<file path="config.mk">
export PLATFORM = sky130hd
export DESIGN_NAME = tt_um_jleugeri_ttt_token_router
export DESIGN_NICKNAME = d
export VERILOG_FILES = /design/src/rtl/tt_um_jleugeri_ttt_pkg.sv /design/src/rtl/tt_um_jleugeri_ttt_weight_mem.sv /design/src/rtl/tt_um_jleugeri_ttt_token_router.sv
export SDC_FILE = /design/constraint.sdc
export NUM_CORES = 2
export LEC_CHECK = 0
export ABC_AREA = 1
export BUFFER_PORTS_ARGS = -buffer_cell sky130_fd_sc_hd__buf_2
export CORE_MARGIN = 10
export CORE_UTILIZATION = 55
export CTS_CLUSTER_DIAMETER = 40
export DETAILED_ROUTE_END_ITERATION = 16
export GPL_ROUTABILITY_DRIVEN = 1
export PLACE_DENSITY = 0.72
export SYNTH_ARGS = -nofsm -noshare
export SYNTH_HDL_FRONTEND = slang
export SYNTH_SLANG_ARGS = --single-unit
</file>
<file path="constraint.sdc">
create_clock -name clock_fast -period 4.6 [get_ports clock_fast]
set_input_delay 0.46 -clock clock_fast [delete_from_list [all_inputs] [get_ports clock_fast]]
set_output_delay 0.46 -clock clock_fast [all_outputs]
set_load 0.03 [all_outputs]
</file>
<file path="src/rtl/tt_um_jleugeri_ttt_pkg.sv">
// Shared definitions for the token processor: startstop event codes,
// router FSM states and a width-generic saturating adder.
package tt_um_jleugeri_ttt_pkg;

  localparam logic [1:0] TOKEN_START = 2'b10;
  localparam logic [1:0] TOKEN_STOP  = 2'b01;

  typedef enum logic {
    ST_IDLE = 1'b0,
    ST_SCAN = 1'b1
  } router_state_e;

  // Operands arrive sign-extended into 32 bits, so the raw sum cannot wrap
  // before it is clipped to the signed range of 'width' bits.
  function automatic int sat_add(input int a, input int b, input int width,
                                 output logic clipped);
    int sum;
    int hi;
    int lo;
    sum = a + b;
    hi = (1 << (width - 1)) - 1;
    lo = -(1 << (width - 1));
    clipped = 1'b0;
    if (sum > hi) begin
      sat_add = hi;
      clipped = 1'b1;
    end else if (sum < lo) begin
      sat_add = lo;
      clipped = 1'b1;
    end else begin
      sat_add = sum;
    end
  endfunction

endpackage

</file>
<file path="src/rtl/tt_um_jleugeri_ttt_weight_mem.sv">
// NUM_PROCESSORS x NUM_PROCESSORS weight RAM holding a good and a bad weight
// per (source, target); synchronous write, combinational read.
module tt_um_jleugeri_ttt_weight_mem #(
  parameter int NEW_TOKEN_BITS = 4,
  parameter int NUM_PROCESSORS = 10,
  parameter int PID_BITS       = 4
) (
  input  logic                             clock_fast,
  input  logic                             reset,
  input  logic                             we_i,
  input  logic [PID_BITS-1:0]              wr_src_i,
  input  logic [PID_BITS-1:0]              wr_tgt_i,
  input  logic signed [NEW_TOKEN_BITS-1:0] wr_good_i,
  input  logic signed [NEW_TOKEN_BITS-1:0] wr_bad_i,
  input  logic [PID_BITS-1:0]              rd_src_i,
  input  logic [PID_BITS-1:0]              rd_tgt_i,
  output logic signed [NEW_TOKEN_BITS-1:0] rd_good_o,
  output logic signed [NEW_TOKEN_BITS-1:0] rd_bad_o
);

  logic signed [NEW_TOKEN_BITS-1:0] good_q [NUM_PROCESSORS][NUM_PROCESSORS];
  logic signed [NEW_TOKEN_BITS-1:0] bad_q  [NUM_PROCESSORS][NUM_PROCESSORS];

  logic wr_ok;
  logic rd_ok;

  assign wr_ok = we_i && (int'(wr_src_i) < NUM_PROCESSORS) && (int'(wr_tgt_i) < NUM_PROCESSORS);
  assign rd_ok = (int'(rd_src_i) < NUM_PROCESSORS) && (int'(rd_tgt_i) < NUM_PROCESSORS);

  always_ff @(posedge clock_fast) begin
    if (reset) begin
      good_q <= '{default: '0};
      bad_q  <= '{default: '0};
    end else if (wr_ok) begin
      good_q[wr_src_i][wr_tgt_i] <= wr_good_i;
      bad_q[wr_src_i][wr_tgt_i]  <= wr_bad_i;
    end
  end

  assign rd_good_o = rd_ok ? good_q[rd_src_i][rd_tgt_i] : '0;
  assign rd_bad_o  = rd_ok ? bad_q[rd_src_i][rd_tgt_i]  : '0;

endmodule

</file>
<file path="src/rtl/tt_um_jleugeri_ttt_token_router.sv">
// Token router: accepts start/stop events, scans one target per cycle through
// the weight row of the event source and accumulates saturated per-target deltas.
module tt_um_jleugeri_ttt_token_router
  import tt_um_jleugeri_ttt_pkg::*;
#(
  parameter  int NEW_TOKEN_BITS = 4,
  parameter  int NUM_PROCESSORS = 10,
  localparam int PID_BITS       = $clog2(NUM_PROCESSORS)
) (
  input  logic                             clock_fast,
  input  logic                             reset,
  input  logic                             event_valid,
  output logic                             event_ready,
  input  logic [PID_BITS-1:0]              event_source,
  input  logic [1:0]                       event_startstop,
  input  logic [PID_BITS-1:0]              read_id,
  input  logic                             read_ack,
  output logic signed [NEW_TOKEN_BITS-1:0] new_good_tokens,
  output logic signed [NEW_TOKEN_BITS-1:0] new_bad_tokens,
  input  logic                             prog_we,
  input  logic [PID_BITS-1:0]              prog_source,
  input  logic [PID_BITS-1:0]              prog_target,
  input  logic signed [NEW_TOKEN_BITS-1:0] prog_good_weight,
  input  logic signed [NEW_TOKEN_BITS-1:0] prog_bad_weight,
  output logic                             saturated
);

  typedef logic signed [NEW_TOKEN_BITS-1:0] tok_t;

  localparam logic [PID_BITS-1:0] LAST_IDX = PID_BITS'(NUM_PROCESSORS - 1);

  // Handshake: an event transfers on a rising edge where event_valid and
  // event_ready are both high; event_ready is high only while IDLE.
  router_state_e       state_q, state_d;
  logic [PID_BITS-1:0] idx_q, idx_d;
  logic [PID_BITS-1:0] src_q, src_d;
  logic                neg_q, neg_d;
  logic                sat_q, sat_d;
  tok_t                acc_good_q [NUM_PROCESSORS];
  tok_t                acc_good_d [NUM_PROCESSORS];
  tok_t                acc_bad_q  [NUM_PROCESSORS];
  tok_t                acc_bad_d  [NUM_PROCESSORS];

  tok_t w_good;
  tok_t w_bad;
  logic read_ok;
  logic src_ok;
  logic code_ok;

  assign read_ok = int'(read_id) < NUM_PROCESSORS;
  assign src_ok  = int'(event_source) < NUM_PROCESSORS;
  assign code_ok = (event_startstop == TOKEN_START) || (event_startstop == TOKEN_STOP);

  tt_um_jleugeri_ttt_weight_mem #(
    .NEW_TOKEN_BITS(NEW_TOKEN_BITS),
    .NUM_PROCESSORS(NUM_PROCESSORS),
    .PID_BITS      (PID_BITS)
  ) u_weight_mem (
    .clock_fast(clock_fast),
    .reset     (reset),
    .we_i      (prog_we),
    .wr_src_i  (prog_source),
    .wr_tgt_i  (prog_target),
    .wr_good_i (prog_good_weight),
    .wr_bad_i  (prog_bad_weight),
    .rd_src_i  (src_q),
    .rd_tgt_i  (idx_q),
    .rd_good_o (w_good),
    .rd_bad_o  (w_bad)
  );

  always_comb begin
    int   sum_good;
    int   sum_bad;
    int   delta_good;
    int   delta_bad;
    logic clip_good;
    logic clip_bad;
    state_d    = state_q;
    idx_d      = idx_q;
    src_d      = src_q;
    neg_d      = neg_q;
    sat_d      = sat_q;
    acc_good_d = acc_good_q;
    acc_bad_d  = acc_bad_q;
    sum_good   = 0;
    sum_bad    = 0;
    delta_good = 0;
    delta_bad  = 0;
    clip_good  = 1'b0;
    clip_bad   = 1'b0;

    // Clearing first lets a coincident scan visit apply its delta to zero.
    if (read_ack && read_ok) begin
      acc_good_d[read_id] = '0;
      acc_bad_d[read_id]  = '0;
    end

    case (state_q)
      ST_IDLE: begin
        if (event_valid && src_ok && code_ok) begin
          state_d = ST_SCAN;
          idx_d   = '0;
          src_d   = event_source;
          neg_d   = (event_startstop == TOKEN_STOP);
        end
      end
      ST_SCAN: begin
        delta_good = neg_q ? -int'(w_good) : int'(w_good);
        delta_bad  = neg_q ? -int'(w_bad)  : int'(w_bad);
        sum_good = sat_add(int'(acc_good_d[idx_q]), delta_good, NEW_TOKEN_BITS, clip_good);
        sum_bad  = sat_add(int'(acc_bad_d[idx_q]),  delta_bad,  NEW_TOKEN_BITS, clip_bad);
        acc_good_d[idx_q] = sum_good[NEW_TOKEN_BITS-1:0];
        acc_bad_d[idx_q]  = sum_bad[NEW_TOKEN_BITS-1:0];
        if (clip_good || clip_bad) begin
          sat_d = 1'b1;
        end
        if (idx_q == LAST_IDX) begin
          state_d = ST_IDLE;
          idx_d   = '0;
        end else begin
          idx_d = idx_q + 1'b1;
        end
      end
      default: state_d = ST_IDLE;
    endcase
  end

  always_ff @(posedge clock_fast) begin
    if (reset) begin
      state_q    <= ST_IDLE;
      idx_q      <= '0;
      src_q      <= '0;
      neg_q      <= 1'b0;
      sat_q      <= 1'b0;
      acc_good_q <= '{default: '0};
      acc_bad_q  <= '{default: '0};
    end else begin
      state_q    <= state_d;
      idx_q      <= idx_d;
      src_q      <= src_d;
      neg_q      <= neg_d;
      sat_q      <= sat_d;
      acc_good_q <= acc_good_d;
      acc_bad_q  <= acc_bad_d;
    end
  end

  assign event_ready     = (state_q == ST_IDLE);
  assign saturated       = sat_q;
  assign new_good_tokens = read_ok ? acc_good_q[read_id] : '0;
  assign new_bad_tokens  = read_ok ? acc_bad_q[read_id]  : '0;

endmodule

</file>
* Word-level counts from Yosys, hierarchy flattened
Index checks and enable logic that the tools add are counted.
Word-level totals: bits in registers 891, bits in latches 0, memory bits (writable) 0, memory bits (read-only) 0, input port bits 31, memories 0
Cells by class: add/subtract/negate cells 5, multipliers 0, divide/modulo/power cells 0, order comparisons 19, equality and inequality tests 4, shift-type cells 0, multiplexer cells 64, bitwise logic cells 9, reductions and logical operators 14
Operators by type and width (count):
- 400-bit bitwise mux | 2
- 40-bit 2-to-1 mux | 9
- 40-bit binary-select mux with 4-bit select | 2
- 40-bit demux with 4-bit select | 1
- 4-bit 2-to-1 mux | 27
- 4-bit binary-select mux with 4-bit select | 6
- 40-bit bitwise AND | 2
- 40-bit bitwise mux | 2
- 4-bit by 32-bit adder with 32-bit output | 2
- 32-bit by 4-bit greater-than comparator with 1-bit output, second input constant | 2
- 32-bit by 4-bit less-than comparator with 1-bit output, second input constant | 2
- 32-bit 2-to-1 mux | 2
- 4-bit negation with 32-bit output | 2
- 4-bit demux with 4-bit select | 3
- 40-bit inverter | 1
- 5-bit >= comparator, second input constant | 5
- 4-bit inverter with 5-bit output | 5
- 4-bit less-than comparator, second input constant | 6
- 5-bit by 1-bit less-than comparator with 1-bit output, second input constant | 4
- 1-bit logical AND | 10
- 1-bit 2-to-1 mux | 8
- 4-bit case mux with 2 select lines | 1
- 4-bit by 1-bit adder with 4-bit output, second input constant | 1
- 4-bit == test, second input constant | 1
- other kinds (7) | 9

* Logic depth before layout (Yosys ltp)
depth after elaboration 18, depth in mapped cells 40, depth with buffers taken out 36

* Cells and area by module
A second synthesis with hierarchy kept.
Unflattened totals: cell total of the unflattened synthesis 6616, area, all modules 44746.7 µm²
By module, submodules not included:
- tt_um_jleugeri_ttt_weight_mem | times used 1, cells each 5297, area each 36805.3 µm²
- tt_um_jleugeri_ttt_token_router | times used 1, cells each 1319, area each 7941.4 µm²

* Least setup slack after synthesis
Ideal clock, no wire load.
path type reg2reg, from reg src_q[0], to reg acc_bad_q[13] (netlist bit), data arrival time 4.007 ns, data required time 4.488 ns, path slack 0.481 ns, stages on the path, launching flop included 33, buffers on the path 4, period minus slack after synthesis 4.119 ns, cell sequence dfxtp_1 > buf_4 > inv_4 > buf_4 > buf_2 > o21ai_0 > o211ai_1 > nand3_1 > o21ai_0 > a22o_1 > nor3_4 > ha_1 > nand2_1 > ha_1 > nand2_1 > inv_1 > nor2_1 > ha_1 > buf_6 > nand2_4 > inv_2 > nand2_1 > nand2_2 > a21oi_2 > nand3_1 > nand2_2 > nand2_1 > nor2_2 > nand3_2 > nand3_4 > nand2_4 > o21ai_2 > inv_1
On the way: word-level cells in the longest chain between the ends 17, elaborated cells on any way between the ends 20, classes of those cells add/sub (2); order compare (3); mux (13); bitwise (1); reduce/logical (1)
Ends and longest elaborated chain:
- start, declared | line tt_um_jleugeri_ttt_token_router.sv:36 | logic [PID_BITS-1:0] src_q, src_d;
- start signal, assigned | line tt_um_jleugeri_ttt_token_router.sv:141 | src_q <= src_d;
- 4-bit inverter with 5-bit output (implied by the code) | line tt_um_jleugeri_ttt_weight_mem.sv:41 | assign rd_bad_o = rd_ok ? bad_q[rd_src_i][rd_tgt_i] : '0;
- 40-bit binary-select mux with 4-bit select | line tt_um_jleugeri_ttt_weight_mem.sv:41
- 40-bit 2-to-1 mux (implied by the code) (2 in a row) | line tt_um_jleugeri_ttt_weight_mem.sv:41
- 4-bit binary-select mux with 4-bit select | line tt_um_jleugeri_ttt_weight_mem.sv:41
- 4-bit 2-to-1 mux (implied by the code) (2 in a row) | line tt_um_jleugeri_ttt_weight_mem.sv:41
- 4-bit 2-to-1 mux * | line tt_um_jleugeri_ttt_weight_mem.sv:41
- 4-bit negation with 32-bit output | line tt_um_jleugeri_ttt_token_router.sv:110 | delta_bad = neg_q ? -int'(w_bad) : int'(w_bad);
- 32-bit 2-to-1 mux * | line tt_um_jleugeri_ttt_token_router.sv:110
- 4-bit by 32-bit adder with 32-bit output * | line tt_um_jleugeri_ttt_pkg.sv:20 | sum = a + b;
- 32-bit by 4-bit less-than comparator with 1-bit output | line tt_um_jleugeri_ttt_pkg.sv:27 | end else if (sum < lo) begin
- 4-bit 2-to-1 mux | line tt_um_jleugeri_ttt_pkg.sv:27
- 4-bit 2-to-1 mux * | line tt_um_jleugeri_ttt_pkg.sv:24 | if (sum > hi) begin
- 4-bit 2-to-1 mux * | line tt_um_jleugeri_ttt_token_router.sv:99 | case (state_q)
- 40-bit bitwise mux * | line tt_um_jleugeri_ttt_token_router.sv:114 | acc_bad_d[idx_q] = sum_bad[NEW_TOKEN_BITS-1:0];
- 40-bit 2-to-1 mux * | line tt_um_jleugeri_ttt_token_router.sv:99
- end signal, assigned | line tt_um_jleugeri_ttt_token_router.sv:137 | acc_bad_q <= '{default: '0};
- end signal, assigned | line tt_um_jleugeri_ttt_token_router.sv:145 | acc_bad_q <= acc_bad_d;
- end, declared | line tt_um_jleugeri_ttt_token_router.sv:41 | tok_t acc_bad_q [NUM_PROCESSORS];
Mark *: on every way between the ends. The rest lies on a longest branch, timed or not. The select of a mux whose other input is x is not followed. A chain may end at the register's enable or synchronous reset.

* Worst setup path in the final report
from reg src_q[0], to reg sat_q, in the netlist saturated
On the way: word-level cells in the longest chain between the ends 17, elaborated cells on any way between the ends 35, classes of those cells add/sub (4); order compare (5); mux (22); bitwise (1); reduce/logical (3)
Ends and longest elaborated chain:
- 4-bit inverter with 5-bit output (implied by the code) | line tt_um_jleugeri_ttt_weight_mem.sv:40, tt_um_jleugeri_ttt_weight_mem.sv:41
- 40-bit binary-select mux with 4-bit select, on equally long branches | line tt_um_jleugeri_ttt_weight_mem.sv:40, tt_um_jleugeri_ttt_weight_mem.sv:41
- 40-bit 2-to-1 mux, on equally long branches (2 in a row) | line tt_um_jleugeri_ttt_weight_mem.sv:40, tt_um_jleugeri_ttt_weight_mem.sv:41
- 4-bit binary-select mux with 4-bit select, on equally long branches | line tt_um_jleugeri_ttt_weight_mem.sv:40, tt_um_jleugeri_ttt_weight_mem.sv:41
- 4-bit 2-to-1 mux, on equally long branches (3 in a row) | line tt_um_jleugeri_ttt_weight_mem.sv:40, tt_um_jleugeri_ttt_weight_mem.sv:41
- 4-bit negation with 32-bit output, on equally long branches | line tt_um_jleugeri_ttt_token_router.sv:109, tt_um_jleugeri_ttt_token_router.sv:110
- 32-bit 2-to-1 mux, on equally long branches | line tt_um_jleugeri_ttt_token_router.sv:109, tt_um_jleugeri_ttt_token_router.sv:110
- 4-bit by 32-bit adder with 32-bit output | line tt_um_jleugeri_ttt_pkg.sv:20
- 32-bit by 4-bit less-than comparator with 1-bit output | line tt_um_jleugeri_ttt_pkg.sv:27
- 1-bit 2-to-1 mux | line tt_um_jleugeri_ttt_pkg.sv:27
- 1-bit 2-to-1 mux | line tt_um_jleugeri_ttt_pkg.sv:24
- 1-bit 2-to-1 mux | line tt_um_jleugeri_ttt_token_router.sv:99
- 1-bit logical OR * | line tt_um_jleugeri_ttt_token_router.sv:115 | if (clip_good || clip_bad) begin
- 2-bit AND reduction (no source line) *
- end signal, assigned | line tt_um_jleugeri_ttt_token_router.sv:143 | sat_q <= sat_d;
- end, declared | line tt_um_jleugeri_ttt_token_router.sv:38 | logic sat_q, sat_d;
Marked as above.

==> flow_metrics.tcl <==
set metrics [dict create \
    start_util 0.553 \
    synthToLayoutAreaGrowth_pct 17.4 \
    power_leakage_nw 19.8 \
    grt_antenna_before_repair 2 \
    status "complete, but fails checks" \
    dp_hpwl_um 88500 \
    crit_path_start_kind "flip-flop" \
    wl_met3_um 13800 \
    nNetsFinal 6340 \
    num_io_pins 41 \
    final.fill_count 6823 \
    drcViolationCount 0 \
    drive_gt1_frac 0.112 \
    die_area_um2 89400 \
    synthFlopType "dfxtp_1" \
    grt_max_degree 170 \
    ctsHoldBuffers 0 \
    fp.dieH_um 299 \
    cts_tree "yes" \
    insertion_delay_ps 730 \
    crit_type "flip-flop to flip-flop" \
    yosys_warnings 0 \
    violations "setup timing" \
    clk_pin_slew_ps 60 \
    gp_congestion 0.948 \
    wl_met2_um 63700 \
    cp_slowest_stage_delay_ps 380 \
    grt_pass1_vias 40280 \
    finalSetupViolations 61 \
    worst-slew-pin-transition_ps 1200 \
    finalCritPeriodShare 1.10 \
    firstDrtPassIters 6 \
    ys_ff_latch 891 \
    crit_path_max_fanout 25 \
    core_um2 77300 \
    max-vdd-ir-drop_uv 352 \
    power.total_mw 21.4 \
    cts-root-buf "clkbuf_16" \
    wl_per_cell_um 19.2 \
    cts.path.max_buffers 3 \
    drtAntennaViolNets 0 \
    crit_path_end_kind "flip-flop" \
    drt_iter0_drc 5179 \
    highest_layer "met5" \
    critPathMostFrequentCell "nand2_2" \
    rsz0062_at_grt "true" \
    via_count 43448 \
    h-tree-depth 4 \
    finalHoldViolCount 0 \
    cts_sinks 891 \
    syn-cell-area_um2 42800 \
    slew_viol_final 0 \
    n_antenna_cell 0 \
    wl_met1_um 58700 \
    cp_slowest_cell "o211ai_1" \
    final_cell_mix "o21ai_0, a21oi_1, dfxtp_1" \
    yosysSeqAreaShare 0.417 \
    std_cell_rows 102 \
    async_flop_share 0 \
    syn_nets 6319 \
    place.port_buffers 40 \
    ys_types 50 \
    arrival_ps 5640 \
    hp-class "input port to flip-flop" \
    grt_usage 0.306 \
    avgSynthCellArea_um2 6.84 \
    period_needed_ps 5070 \
    synth_enable_flop_cells 0 \
    setup_slack_ps -474 \
    die_x_um 299 \
    relSlewSlack 0.198 \
    crit_required_ps 5160 \
    cts_inserted_buffers 131 \
    wirelength_um 143000 \
    power_density_nw_per_um2 425 \
    preCtsSetupSlack_ps -547 \
    grt_pass1_wl_um 223000 \
    layout_commonest_cell "o21ai_0" \
    fmax_mhz 197 \
    maxCapViolations 0 \
    finClkSkew_ps 25.1 \
    viasPerCell 5.85 \
    synth_cells 6257 \
    grt.overflow.total 0 \
]
-- sequential cells by signal, indices dropped and copies added, names as in the netlist --
signal               flops
state_q                  1
acc_bad_q               40
neg_q                    1
u_weight_mem.good_q    400
saturated                1
u_weight_mem.bad_q     400
idx_q                    4
acc_good_q              40
src_q                    4
-- per-layer routing --
| layer | GRT usage | up-vias |
|---|---|---|
| li1 | - | 20781 |
| met1 | 0.406 | 20041 |
| met2 | 0.482 | 2185 |
| met3 | 0.0556 | 437 |
| met4 | 0.137 | 4 |
| met5 | 0 | - |
-- worst max-delay path, delay by kind of cell (launching register included) --
family                     cells  cell delay (ps)
and+or+nand+nor               22             2350
adders and majority gates      3              820
buffers and inverters          5              710
AOI/OAI and AO/OA              4              670
DFF                            1              360
-- cells in the mapped netlist (all sizes together), types with 29 or more instances --
master     n  share of area
o21ai   1277           0.15
a21oi    912           0.11
dfxtp    891           0.42
nor2     871          0.077
inv      772          0.068
nand2    561          0.051
clkbuf   292          0.026
nand3    263          0.031
buf      151          0.020
o211ai    78          0.014
o22ai     32         0.0047
ha        29         0.0085
-- path summary, 6_finish.rpt --
path                                             start                endpoint  slack, ps  cells past startpoint
worst max-delay path                          src_q[0]               saturated       -470                     34
worst min-delay path                   event_source[2]                src_q[2]        140                      3
worst max register to register                src_q[0]               saturated       -470                     34
worst min register to register  u_weight_mem.bad_q[85]  u_weight_mem.bad_q[85]        440                      2
-- power breakdown --
group          internal, mW  switching (mW)
registers              7.74          0.0197
clock network          6.65            3.89
logic                  1.04            2.02
-- cell families (layout without fill, tap and decap cells) --
family                     Yosys count  count (layout)  share of synthesized area
AOI/OAI and AO/OA                 2353            2353                      0.287
and+or+nand+nor                   1732            1734                      0.166
buffers and inverters             1220            1344                      0.114
DFF                                891             891                      0.417
adders and majority gates           31              31                    0.00942
muxes                               24              24                    0.00561
xor gates and xnor gates             6               6                    0.00123
-- metrics by stage --
step | area [um^2] | utilization | hold WS, ps | TNS (ps) | instances
4_1_cts | 50000 | 0.647 | 106 | -16570 | 7420
3_3_place_gp | 44900 | 0.580 | 427 | -25530 | 7167
2_1_floorplan | 42800 | - | 420 | 0 | 6257
5_1_grt | 50200 | 0.650 | 138 | -44230 | 7423
3_5_place_dp | 44900 | 0.580 | 432 | -32780 | 7167
6_report | 50200 | 0.650 | 140 | -23070 | 7423
-- area by class of cell --
cell class	count	area (um^2)	area share
multi-input cells	4148	20400	0.406
repair buffers	330	3090	0.0615
repair inverters	1	16.3	0.000324
well taps	1040	1300	0.0259
flip-flops and latches	891	17800	0.355
clock inverters	82	1040	0.0207
inverters	775	2940	0.0584
clock buffers	156	3590	0.0714
-- what timing repair did --
item	4_1_cts	5_1_grt
endpoints found under the setup margin	79	81
gates cloned	9	2
gates resized for setup	76	74
endpoints found under the hold margin	0	0
pin swaps	18	31
setup buffers	6	2
(Power assumes the default switching activity.)
